==> src/rtl/tdm_demux16.sv <==
// Receive end of the select-driven TDM path: tracks the transmitter's slot sequence,
// gathers one bit per slot into a shadow frame and publishes complete frames atomically.
module tdm_demux16 #(
    parameter int SEL_W = 4,
    parameter int CNT_W = 8
) (
    input  logic                  clk,
    input  logic                  rst,
    input  logic                  din,
    input  logic                  din_valid,
    input  logic                  frame_start,
    output logic [(1<<SEL_W)-1:0] dout,
    output logic                  frame_valid,
    output logic [SEL_W-1:0]      slot,
    output logic                  locked,
    output logic                  sync_err,
    output logic [CNT_W-1:0]      frame_cnt
);

    localparam int               LANES = 1 << SEL_W;
    localparam logic [SEL_W-1:0] LAST  = SEL_W'(LANES - 1);

    typedef enum logic {HUNT, RUN} state_t;

    state_t             state, state_nxt;
    logic [LANES-1:0]   shadow, shadow_nxt;
    logic [LANES-1:0]   dout_nxt;
    logic [SEL_W-1:0]   slot_nxt;
    logic [CNT_W-1:0]   frame_cnt_nxt;
    logic               frame_valid_nxt;
    logic               sync_err_nxt;

    always_ff @(posedge clk or posedge rst) begin
        if (rst) begin
            state <= HUNT;
        end else begin
            state <= state_nxt;
        end
    end

    always_comb begin
        state_nxt       = state;
        shadow_nxt      = shadow;
        dout_nxt        = dout;
        slot_nxt        = slot;
        frame_cnt_nxt   = frame_cnt;
        frame_valid_nxt = 1'b0;
        sync_err_nxt    = 1'b0;
        if (din_valid) begin
            case (state)
                HUNT: begin
                    if (frame_start) begin
                        shadow_nxt[0] = din;
                        slot_nxt      = SEL_W'(1);
                        state_nxt     = RUN;
                    end
                end
                RUN: begin
                    if (frame_start) begin
                        // An early start abandons the partial frame and restarts at slot 0.
                        sync_err_nxt  = (slot != '0);
                        shadow_nxt[0] = din;
                        slot_nxt      = SEL_W'(1);
                    end else if (slot == '0) begin
                        sync_err_nxt = 1'b1;
                        slot_nxt     = '0;
                        state_nxt    = HUNT;
                    end else begin
                        shadow_nxt[slot] = din;
                        slot_nxt         = slot + 1'b1;
                        if (slot == LAST) begin
                            dout_nxt        = {din, shadow[LANES-2:0]};
                            frame_valid_nxt = 1'b1;
                            frame_cnt_nxt   = frame_cnt + 1'b1;
                        end
                    end
                end
                default: begin
                    state_nxt = HUNT;
                    slot_nxt  = '0;
                end
            endcase
        end
    end

    always_ff @(posedge clk or posedge rst) begin
        if (rst) begin
            shadow      <= '0;
            dout        <= '0;
            slot        <= '0;
            frame_cnt   <= '0;
            frame_valid <= 1'b0;
            sync_err    <= 1'b0;
            locked      <= 1'b0;
        end else begin
            shadow      <= shadow_nxt;
            dout        <= dout_nxt;
            slot        <= slot_nxt;
            frame_cnt   <= frame_cnt_nxt;
            frame_valid <= frame_valid_nxt;
            sync_err    <= sync_err_nxt;
            locked      <= (state_nxt == RUN);
        end
    end

endmodule

==> config.mk <==
export PLATFORM = sky130hd
export DESIGN_NAME = tdm_demux16
export DESIGN_NICKNAME = d
export VERILOG_FILES = /design/src/rtl/tdm_demux16.sv
export SDC_FILE = /design/constraint.sdc
export NUM_CORES = 1
export LEC_CHECK = 0
export BUFFER_PORTS_ARGS = -buffer_cell sky130_fd_sc_hd__buf_4
export CORE_MARGIN = 2
export CORE_UTILIZATION = 59
export CTS_CLUSTER_DIAMETER = 100
export CTS_CLUSTER_SIZE = 14
export DETAILED_ROUTE_END_ITERATION = 7
export PLACE_DENSITY = 0.91
export SYNTH_ARGS = -nofsm -noshare
export SYNTH_HDL_FRONTEND = slang
export SYNTH_SLANG_ARGS = --single-unit
==> constraint.sdc <==
create_clock -name clk -period 4.9 [get_ports clk]
set_input_delay 0.245 -clock clk [delete_from_list [all_inputs] [get_ports clk]]
set_output_delay 0.245 -clock clk [all_outputs]
set_load 0.01 [all_outputs]
After elaboration in Yosys (flattened, before gate mapping)
Cells that the tools add are included.

word-level totals
  input bits = 5
  register bits after elaboration = 47
  memory bits (writable) = 0
  ROM bits = 0
  memories kept = 0
  bits in latches = 0

operators by class
  multipliers = 0
  equal/unequal tests = 3
  reduce and logical (&&, ||, !) cells = 7
  $lt $le $gt $ge = 2
  bitwise operators = 3
  div/mod/pow operators = 0
  multiplexer cells = 24
  $add $sub $neg = 2
  shift-type cells = 0

operators with widths
  cell                                                                                 count
  16-bit bitwise mux                                                                   1
  1-bit two-way mux                                                                    16
  4-bit two-way mux                                                                    3
  8-bit by 1-bit adder with 8-bit output, second input constant                        1
  4-bit one-hot mux with 2 select lines                                                1
  4-bit by 5-bit < comparator with 1-bit output, second input constant                 1
  5-bit AND reduction                                                                  1
  4-bit by 1-bit adder with 4-bit output, second input constant                        1
  1-bit demux with 4-bit select                                                        1
  4-bit == test, second input constant                                                 1
  4-bit by 1-bit greater-or-equal comparator with 1-bit output, second input constant  1
  4-bit logical NOT                                                                    1
  1-bit one-hot mux with 2 select lines                                                2
  4-bit AND reduction                                                                  1
  4-bit nonzero test                                                                   1
  3-bit != test, second input constant                                                 1
  1-bit inverter                                                                       3
  3-bit AND reduction                                                                  1
  2-bit != test, second input constant                                                 1
  2-bit AND reduction                                                                  1
  1-bit logical AND                                                                    1

Logic depth before layout (Yosys ltp)
  word-level depth = 8
  gate-level depth with buffers = 9

Least setup slack after synthesis
Ideal clock, no wire load.

  path kind = reg2reg
  start point = register slot[1]
  end point = register dout[0]
  setup time = 125 ps
  arrival = 2071 ps
  buffers on the path = 1
  stages on the path, launching flop included = 10
  setup slack = 2704 ps
  cell sequence = dfrtp_1 -> inv_1 -> ha_1 -> nor3b_1 -> inv_1 -> ha_1 -> nand4_4 -> nor2_8 -> buf_12 -> mux2_4

between the ends
  cells in the longest elaborated chain, start to end = 3
  elaborated cells on any way between the ends = 4
  classes of those cells = eq/ne: 1; bitwise: 1; reduce/logical: 2

RTL lines
  what                                    RTL line  text
  from (decl)                             14        output logic [SEL_W-1:0] slot,
  from (signal assigned)                  98        slot <= slot_nxt;
  4-bit logical NOT                       64        end else if (slot == '0) begin
  1-bit inverter (no source line)         n/a
  5-bit AND reduction (no source line) *  n/a
  to (signal assigned)                    97        dout <= dout_nxt;
  to (decl)                               12        output logic [(1<<SEL_W)-1:0] dout,

Mark *: on every way between the ends. The rest lies on a longest branch, timed or not.
A chain may end at the register's enable or synchronous reset.

Final worst setup path
  start point = register slot[0]
  end point = register dout[7]

Same word-level chain as after synthesis.

==> flow_metrics.tcl <==
set metrics [dict create \
    start_util_pct 62.2 \
    antenna_cells 0 \
    start_kind "flip-flop" \
    fmaxAchievable_mhz 414 \
    dpl.hpwl_mm 2.84 \
    drive_gt1_share_pct 39.2 \
    grt.overflow.total 0 \
    peakVddDrop_mv 0.258 \
    required_ns 5.15 \
    dieArea_sq_mm 0.00404 \
    io_buffers 35 \
    synthToLayoutAreaGrowth_pct 17.5 \
    fin_worst_skew_ns 0.0173 \
    crit_path_max_fanout 18 \
    multi_input_area_sq_um 861 \
    die_h_microns 63.6 \
    drcViolationCount 0 \
    place_congestion 0.848 \
    power_density_mw_per_mm2 371 \
    nFillCells 247 \
    rows 21 \
    hp-start "frame_start" \
    tightest_slew_ns 0.575 \
    setup_viol 0 \
    leakagePower_nw 1.26 \
    clk_latency_ns 0.36 \
    synth_seq_cells 46 \
    fin_hold_ws_ns 0.110 \
    max-clock-path-buffers 2 \
    ys_warn_count 0 \
    core_area_sq_mm 0.00336 \
    cts-htree-levels 2 \
    drtPass1Iterations 4 \
    antenna_found_initial 0 \
    r2r_slack_ns 2.48 \
    met3_length_microns 185 \
    period_minus_slack_ns 2.42 \
    ant_nets 0 \
    dp_cells 236 \
    p_total_mw 0.913 \
    r2r_cells 8 \
    clock-sinks 46 \
    cts_root_buf "clkbuf_4" \
    die_x_microns 63.6 \
    boundaryPins 36 \
    drtIter0Drc 60 \
    synth_enable_flop_cells 0 \
    grt_pass1_wl_mm 6.48 \
    rsz0062_at_grt "false" \
    clkTransAtPathRegs_ns 0.12 \
    wl_met2_mm 1.98 \
    synthDistinctLibCells 34 \
    critPathKind "flip-flop to flip-flop" \
    max_cap_violations 0 \
    synth-async-reset-ratio_pct 100 \
    grt.total_usage_pct 21.4 \
    tns_ns 0 \
    post-route-period-util_pct 49.3 \
    synth_seq_area_share_pct 55.0 \
    max-slew-margin-rel_pct 61.7 \
    status "finished, final reports clean" \
    final-seq-area_sq_mm 0.00115 \
    cts_resized 0 \
    holdPathEnd "frame_valid" \
    wl_mm 3.94 \
    final_cell_count_no_fill 245 \
    wl_per_cell_microns 16.1 \
    crit_path_end_kind "flip-flop" \
    whs_path_depth 2 \
    final-hold-violation-count 0 \
    grt_pass1_vias 1306 \
    grt_max_degree 32 \
    hold_path.class "primary input to flip-flop" \
    dpl_cell_area_sq_mm 0.00237 \
    cts_tree "built" \
    finalInstanceArea_sq_mm 0.00246 \
    cts_made_buffers 5 \
    post_drt_via_cell_ratio 5.48 \
    top_layer "met4" \
    syn-cell-area_sq_mm 0.00209 \
    worstPathArrival_ns 2.67 \
    r2r-start "slot[0]" \
    fin_nets 209 \
    syn_inst 161 \
    ys.flop_type "dfrtp_1" \
    drt-met1-wl_mm 1.69 \
    avgSynthCellArea_sq_um 13.0 \
    drv_slew 0 \
    vias 1342 \
    synthesis.nets 172 \
    r2r_end "dout[7]" \
]
## worst max-delay path, cell delays in order (launching register included)
cell,delay [ns]
dfrtp_1,0.46
inv_1,0.09
ha_1,0.21
nor3b_1,0.19
inv_1,0.09
ha_1,0.25
nand4_4,0.24
nor2_8,0.41
mux2_2,0.39
## cell usage after synthesis (all sizes together) (2+ instances only)
cell / instances / area share, %
ha: 6 / 3.6
a22o: 2 / 0.84
nand3: 4 / 0.96
xnor2: 2 / 0.84
nand4: 6 / 2.5
xor2: 5 / 2.1
mux2: 32 / 19
nand2b: 2 / 0.60
nand2: 7 / 1.3
nor3: 7 / 1.7
nor2: 13 / 3.1
dfrtp: 46 / 55
buf: 7 / 2.5
inv: 8 / 1.4
## power breakdown
group	internal [mW]	switching, mW	total, mW
sequential	0.430	0.0622	0.492
clock	0.108	0.117	0.224
combinational	0.0995	0.0973	0.197
## stage by stage
| step | worst slack [ns] | util, % |
|---|---|---|
| finish | 2.48 | 73.1 |
| global route | 2.35 | 73.1 |
| CTS | 2.48 | 73.1 |
| detailed placement | 2.50 | 70.5 |
| global placement | 2.57 | 70.5 |
| floorplan | 2.70 | - |
## final cells by class
class                   count  area share, %
repair buffers             37           11.4
flip-flops and latches     46           46.8
multi-input cells         100           35.0
clock inverters             2           1.53
well taps                  46           2.34
inverters                   8           1.22
clock buffers               6           1.68
## registers in the layout (all words and copies together) (netlist names)
| register | count |
|---|---|
| dout | 16 |
| frame_cnt | 8 |
| frame_valid | 1 |
| locked | 1 |
| shadow | 15 |
| slot | 4 |
| sync_err | 1 |
## routing by layer
metal	up-vias	GRT usage [%]
met5	-	0
met4	0	9.24
met3	8	5.71
met2	40	34.3
met1	658	27.5
li1	636	-
## how the worst max path moves through the flow
stage	cells after the start	slack (ns)	start	end
final	8	2.48	slot[0]	dout[7]
after global routing	8	2.35	slot[0]	dout[4]
after CTS	8	2.48	slot[0]	dout[4]
after detailed placement	8	2.50	slot[0]	dout[4]
after global placement	8	2.57	slot[0]	dout[3]
after floorplan	9	2.70	slot[1]	dout[0]
## layout by cell type, fill, tap and decap left out, types with 2 or more instances in the layout
master / count
a22o_1: 2
buf_4: 36
clkbuf_4: 5
dfrtp_1: 46
ha_1: 6
inv_1: 8
mux2_2: 23
mux2_4: 9
nand2_1: 7
nand2b_1: 2
nand3_1: 4
nand4_1: 5
nor2_1: 12
nor3_1: 7
xnor2_1: 2
xor2_1: 5
## cells by family (layout without fill, tap and decap cells)
| kind of cell | Yosys count | after routing | synth area share [%] |
|---|---|---|---|
| compound gates | 8 | 8 | 2.87 |
| buf+inv | 15 | 53 | 3.89 |
| flops | 46 | 46 | 55.0 |
| xor+xnor | 7 | 7 | 2.93 |
| mux | 32 | 32 | 18.8 |
| fa+ha+maj | 6 | 6 | 3.59 |
| simple gates | 47 | 47 | 12.9 |
## repair_timing
action / CTS / global route
endpoints found under the hold margin: 15 / 0
buffers inserted: 0 / 0
hold buffers: 1 / 0
Note: power is estimated with default switching activity, not from simulation.
